<file path="src/rtl/m_spi_control.sv">
// Mode-0 SPI master: one MSB-first word per SS assertion, with a start/done handshake
// toward on-chip logic. All four pin outputs come straight from flops.
`timescale 1ns/1ps
module m_spi_control #(
  parameter int DATA_LENGTH = 8,
  parameter int CLK_DIV     = 4,
  parameter int SS_GAP      = 2
) (
  input  logic                   clk,
  input  logic                   rst,
  input  logic                   start,
  input  logic [DATA_LENGTH-1:0] tx_data,
  output logic [DATA_LENGTH-1:0] rx_data,
  output logic                   busy,
  output logic                   done,
  output logic                   SCLK,
  output logic                   MOSI,
  input  logic                   MISO,
  output logic                   SS
);

  localparam int PMAX = (CLK_DIV > SS_GAP) ? CLK_DIV : SS_GAP;
  localparam int PW   = $clog2(PMAX + 1);
  localparam int BW   = $clog2(DATA_LENGTH + 1);

  localparam logic [PW-1:0] PH_LAST  = PW'(CLK_DIV - 1);
  localparam logic [PW-1:0] GAP_LAST = PW'(SS_GAP - 1);
  localparam logic [PW-1:0] PH_ONE   = PW'(1);
  localparam logic [BW-1:0] BIT_LAST = BW'(DATA_LENGTH - 1);

  typedef enum logic [2:0] {
    S_IDLE, S_LOAD, S_SETUP, S_HIGH, S_LOW, S_HOLD, S_GAP
  } state_t;

  state_t                 state, state_nxt;
  logic [PW-1:0]          phase, phase_nxt;
  logic [BW-1:0]          bitcnt, bitcnt_nxt;
  logic                   ss_nxt, sclk_nxt, mosi_nxt, busy_nxt, done_nxt;
  logic                   load_tx, shift_tx, shift_rx, commit_rx;
  logic [DATA_LENGTH-1:0] tx_sh, rx_sh;

  always_ff @(posedge clk or posedge rst) begin
    if (rst) begin
      state   <= S_IDLE;
      phase   <= '0;
      bitcnt  <= '0;
      SS      <= 1'b1;
      SCLK    <= 1'b0;
      MOSI    <= 1'b0;
      busy    <= 1'b0;
      done    <= 1'b0;
      rx_data <= '0;
    end else begin
      state  <= state_nxt;
      phase  <= phase_nxt;
      bitcnt <= bitcnt_nxt;
      SS     <= ss_nxt;
      SCLK   <= sclk_nxt;
      MOSI   <= mosi_nxt;
      busy   <= busy_nxt;
      done   <= done_nxt;
      if (commit_rx) rx_data <= rx_sh;
    end
  end

  // Shift registers carry only data, so they need no reset.
  always_ff @(posedge clk) begin
    if (load_tx)       tx_sh <= tx_data;
    else if (shift_tx) tx_sh <= {tx_sh[DATA_LENGTH-2:0], 1'b0};
    if (shift_rx)      rx_sh <= {rx_sh[DATA_LENGTH-2:0], MISO};
  end

  always_comb begin
    state_nxt  = state;
    phase_nxt  = phase;
    bitcnt_nxt = bitcnt;
    ss_nxt     = SS;
    sclk_nxt   = SCLK;
    mosi_nxt   = MOSI;
    busy_nxt   = busy;
    done_nxt   = 1'b0;
    load_tx    = 1'b0;
    shift_tx   = 1'b0;
    shift_rx   = 1'b0;
    commit_rx  = 1'b0;
    unique case (state)
      S_IDLE: begin
        busy_nxt = 1'b0;
        if (start) begin
          state_nxt = S_LOAD;
          load_tx   = 1'b1;
          busy_nxt  = 1'b1;
        end
      end
      S_LOAD: begin
        state_nxt  = S_SETUP;
        ss_nxt     = 1'b0;
        mosi_nxt   = tx_sh[DATA_LENGTH-1];
        phase_nxt  = '0;
        bitcnt_nxt = '0;
      end
      S_SETUP, S_LOW: begin
        if (phase == PH_LAST) begin
          state_nxt = S_HIGH;
          sclk_nxt  = 1'b1;
          shift_rx  = 1'b1;
          phase_nxt = '0;
        end else begin
          phase_nxt = phase + PH_ONE;
        end
      end
      S_HIGH: begin
        if (phase == PH_LAST) begin
          sclk_nxt   = 1'b0;
          phase_nxt  = '0;
          bitcnt_nxt = bitcnt + BW'(1);
          // The final low phase doubles as the SS hold time; MOSI keeps the last bit.
          if (bitcnt == BIT_LAST) begin
            state_nxt = S_HOLD;
          end else begin
            state_nxt = S_LOW;
            mosi_nxt  = tx_sh[DATA_LENGTH-2];
            shift_tx  = 1'b1;
          end
        end else begin
          phase_nxt = phase + PH_ONE;
        end
      end
      S_HOLD: begin
        if (phase == PH_LAST) begin
          state_nxt = S_GAP;
          ss_nxt    = 1'b1;
          done_nxt  = 1'b1;
          commit_rx = 1'b1;
          phase_nxt = PH_ONE;
        end else begin
          phase_nxt = phase + PH_ONE;
        end
      end
      S_GAP: begin
        // Phase starts at 1 so a start in the last gap cycle gives exactly SS_GAP high cycles.
        if (phase >= GAP_LAST) begin
          if (start) begin
            state_nxt = S_LOAD;
            load_tx   = 1'b1;
          end else begin
            state_nxt = S_IDLE;
            busy_nxt  = 1'b0;
          end
        end else begin
          phase_nxt = phase + PH_ONE;
        end
      end
      default: state_nxt = S_IDLE;
    endcase
  end

endmodule

</file>
<file path="config.mk">
export PLATFORM = sky130hd
export DESIGN_NAME = m_spi_control
export DESIGN_NICKNAME = d
export VERILOG_FILES = /design/src/rtl/m_spi_control.sv
export SDC_FILE = /design/constraint.sdc
export NUM_CORES = 1
export LEC_CHECK = 0
export ABC_CLOCK_PERIOD_IN_PS = 4900
export BUFFER_PORTS_ARGS = -buffer_cell sky130_fd_sc_hd__buf_2
export CORE_MARGIN = 4
export CORE_UTILIZATION = 61
export CTS_CLUSTER_SIZE = 28
export DETAILED_ROUTE_END_ITERATION = 7
export GPL_TIMING_DRIVEN = 1
export PLACE_DENSITY = 0.84
export REMOVE_ABC_BUFFERS = 1
export SYNTH_ARGS = -nofsm -noshare
export SYNTH_HDL_FRONTEND = slang
export SYNTH_SLANG_ARGS = --single-unit
</file>
<file path="constraint.sdc">
create_clock -name clk -period 4.9 [get_ports clk]
set_clock_uncertainty 0.2 [all_clocks]
set_input_delay 0.98 -clock clk [delete_from_list [all_inputs] [get_ports clk]]
set_output_delay 0.98 -clock clk [all_outputs]
set_load 0.005 [all_outputs]
</file>
==> flow_metrics.env <==
export IMPL_core_area_mm2=0.002829
export IMPL_ys_ff_latch=39
export IMPL_synth_most_common_cell="dfrtp_1"
export IMPL_hold_buffers=0
export IMPL_grt_pass1_wl_um=5589
export IMPL_fp_row_count=19
export IMPL_path_class="register to register"
export IMPL_cts_tree="built"
export IMPL_drc=0
export IMPL_cp_start_kind="register"
export IMPL_cts_made_buffers=5
export IMPL_rsz0062_at_grt="false"
export IMPL_yosys_area_top_type="dfrtp_1"
export IMPL_final_core_util=0.7267
export IMPL_end_kind="register"
export IMPL_clk_pin_slew_ns=0.12
export IMPL_mappedNetlistArea_mm2=0.001867
export IMPL_chipWidth_um=63.32
export IMPL_synthTopCellsByCount="22 x dfrtp_1, 16 x edfxtp_1, 12 x mux2_2"
export IMPL_placed_cells=193
export IMPL_gp_congestion=0.8427
export IMPL_synth_avg_cell_area_um2=12.96
export IMPL_irDropWorstVdd_mv=0.1862
export IMPL_yosysTopAreaCellShare=0.2949
export IMPL_synth_distinct_cells=39
export IMPL_grt_max_degree=24
export IMPL_path_cells="nor2b_1 > nand2_1 > o32ai_1"
export IMPL_setup_slack_ns=2.141
export IMPL_cts_num_sinks=39
export IMPL_n_antenna_cell=0
export IMPL_ys_async_sr_fraction=0.5897
export IMPL_crit_path_max_incr_delay_ns=0.92
export IMPL_synth_edf_count=16
export IMPL_die_area_mm2=0.004009
export IMPL_dr_pass1_iters=5
export IMPL_wl_per_cell_um=15.97
export IMPL_max_cap_viol_count=0
export IMPL_drtIter0Drc=97
export IMPL_final_cell_count_no_fill=201
export IMPL_slew_violations=0
export IMPL_fmax_ghz=0.3624
export IMPL_slew_headroom=0.2529
export IMPL_clk_path_buf_depth=2
export IMPL_initial_utilization=0.6599
export IMPL_hold_class="register to register"
export IMPL_final_area_mm2=0.002056
export IMPL_worst_slew_pin_slew_ns=1.117
export IMPL_worstPathArrival_ns=2.52
export IMPL_synthTopCellsByArea="dfrtp_1 29%, edfxtp_1 26%, mux2_2 7.2%, mux2_4 5.6%, ha_1 3.4%"
export IMPL_nFillCells=194
export IMPL_wirelength_um=3210
export IMPL_areaGrowthSynthToFinish_pct=10.12
export IMPL_post_cts_buffers=0
export IMPL_ys_seq_area_frac=0.5664
export IMPL_antenna_found_initial=0
export IMPL_tns_ns=0
export IMPL_drive_gt1_frac=0.3471
export IMPL_overflow=0
export IMPL_ys_warn_count=0
export IMPL_cts_max_level=2
export IMPL_cts_resized=0
export IMPL_via_per_inst=5.975
export IMPL_dp_hpwl_um=2314
export IMPL_ant_nets=0
export IMPL_fin_crit_sh=0.5632
export IMPL_p_leak_nw=0.9688
export IMPL_grt_util_all_layers=0.1797
export IMPL_port_buffers=24
export IMPL_synth_ff_type="dfrtp_1"
export IMPL_finalCriticalPeriod_ns=2.759
export IMPL_first_global_vias=1231
export IMPL_final_hold_violation_count=0
export IMPL_required_ns=4.66
export IMPL_io_pins=25
export IMPL_fin_hold_ws_ns=0.2593
export IMPL_dp_slack_ns=2.140
export IMPL_power_uw=506.1
export IMPL_crit_fanout=22
export IMPL_finalSetupViolCount=0
export IMPL_crit_slowest_cell="o32ai_1"
export IMPL_p_per_area_mw_per_mm2=246.2
export IMPL_status="finished, final reports clean"
export IMPL_clk_latency_ns=0.34
export IMPL_vias=1201
export IMPL_synthCells=144
export IMPL_dieHeight_um=63.32
export IMPL_placed_area_mm2=0.002002
export IMPL_root_buffer="clkbuf_4"
export IMPL_layout_nets=186
## worst max-delay path, delay by kind of cell, from the launching register on
family / cells / cell delay (ns)
flip-flops: 1 / 0.75
AO/OA/AOI/OAI: 1 / 0.92
AND/OR/NAND/NOR: 2 / 0.50
## metal layers
layer / global-route usage / up-vias / part of all wire
met4: 0.09704 / 0 / 0.014
met1: 0.2143 / 580 / 0.43
met5: 0 / - / 0
met2: 0.3012 / 28 / 0.51
li1: - / 588 / -
met3: 0.03908 / 5 / 0.045
## state kept, by name, indices dropped and copies added (netlist names)
signal and count:
rx_data 8, rx_sh 8, tx_sh 8, bitcnt 4, phase 3, state 3
MOSI 1, SCLK 1, SS 1, busy 1, done 1
## placed cells by master (no fill, tap or decap), drive strengths merged, types with 2 or more instances in the layout
cell type / Yosys / layout
a21o: 4 / 4
a21oi: 8 / 8
a221o: 2 / 2
a22o: 5 / 5
and2: 3 / 3
buf: 1 / 24
clkbuf: 5 / 6
dfrtp: 22 / 22
edfxtp: 16 / 16
ha: 5 / 5
inv: 8 / 8
mux2: 19 / 19
nand2: 7 / 7
nor2: 10 / 10
nor3: 4 / 4
o21ai: 7 / 7
o32a: 2 / 2
## path summary, 6_finish.rpt
kind                       slack (ns)            startpoint  cells past startpoint                   end
max                              2.14  state[1]$_DFFE_PP0P_                      3    tx_sh[1]$_DFFE_PP_
min                              0.26    rx_sh[3]$_DFFE_PP_                      0    rx_sh[4]$_DFFE_PP_
max reg2reg                      2.14  state[1]$_DFFE_PP0P_                      3    tx_sh[1]$_DFFE_PP_
min reg2reg                      0.26    rx_sh[3]$_DFFE_PP_                      0    rx_sh[4]$_DFFE_PP_
max in group asynchronous        3.38                   rst                      2  state[0]$_DFFE_PP0P_
min in group asynchronous        0.59                   rst                      2  state[1]$_DFFE_PP0P_
## cell type report
cell class / count / area (µm²) / area share
clock inverter: 2 / 12.51 / 0.006086
timing repair buffer: 24 / 120.1 / 0.05843
multi-input combinational: 91 / 755.7 / 0.3676
tap: 31 / 38.79 / 0.01887
clock buffer: 6 / 41.29 / 0.02009
sequential: 39 / 1057 / 0.5143
inverter: 8 / 30.03 / 0.01461
## kinds of logic (layout without fill, tap and decap cells)
family,after synthesis,in the layout,synth area share
compound gates,35,35,0.1414
fa+ha+maj,5,5,0.03351
buf+inv,14,40,0.02882
flops,39,39,0.5664
mux,20,20,0.1340
simple gates,31,31,0.09585
## where the power goes
part           switching (mW)  leakage [nW]  internal [mW]
combinational         0.00536         0.486        0.00337
clock                   0.104        0.0282         0.0554
sequential                  0         0.454          0.338
total                   0.109         0.969          0.397
Power figures use the tool's default switching activity.
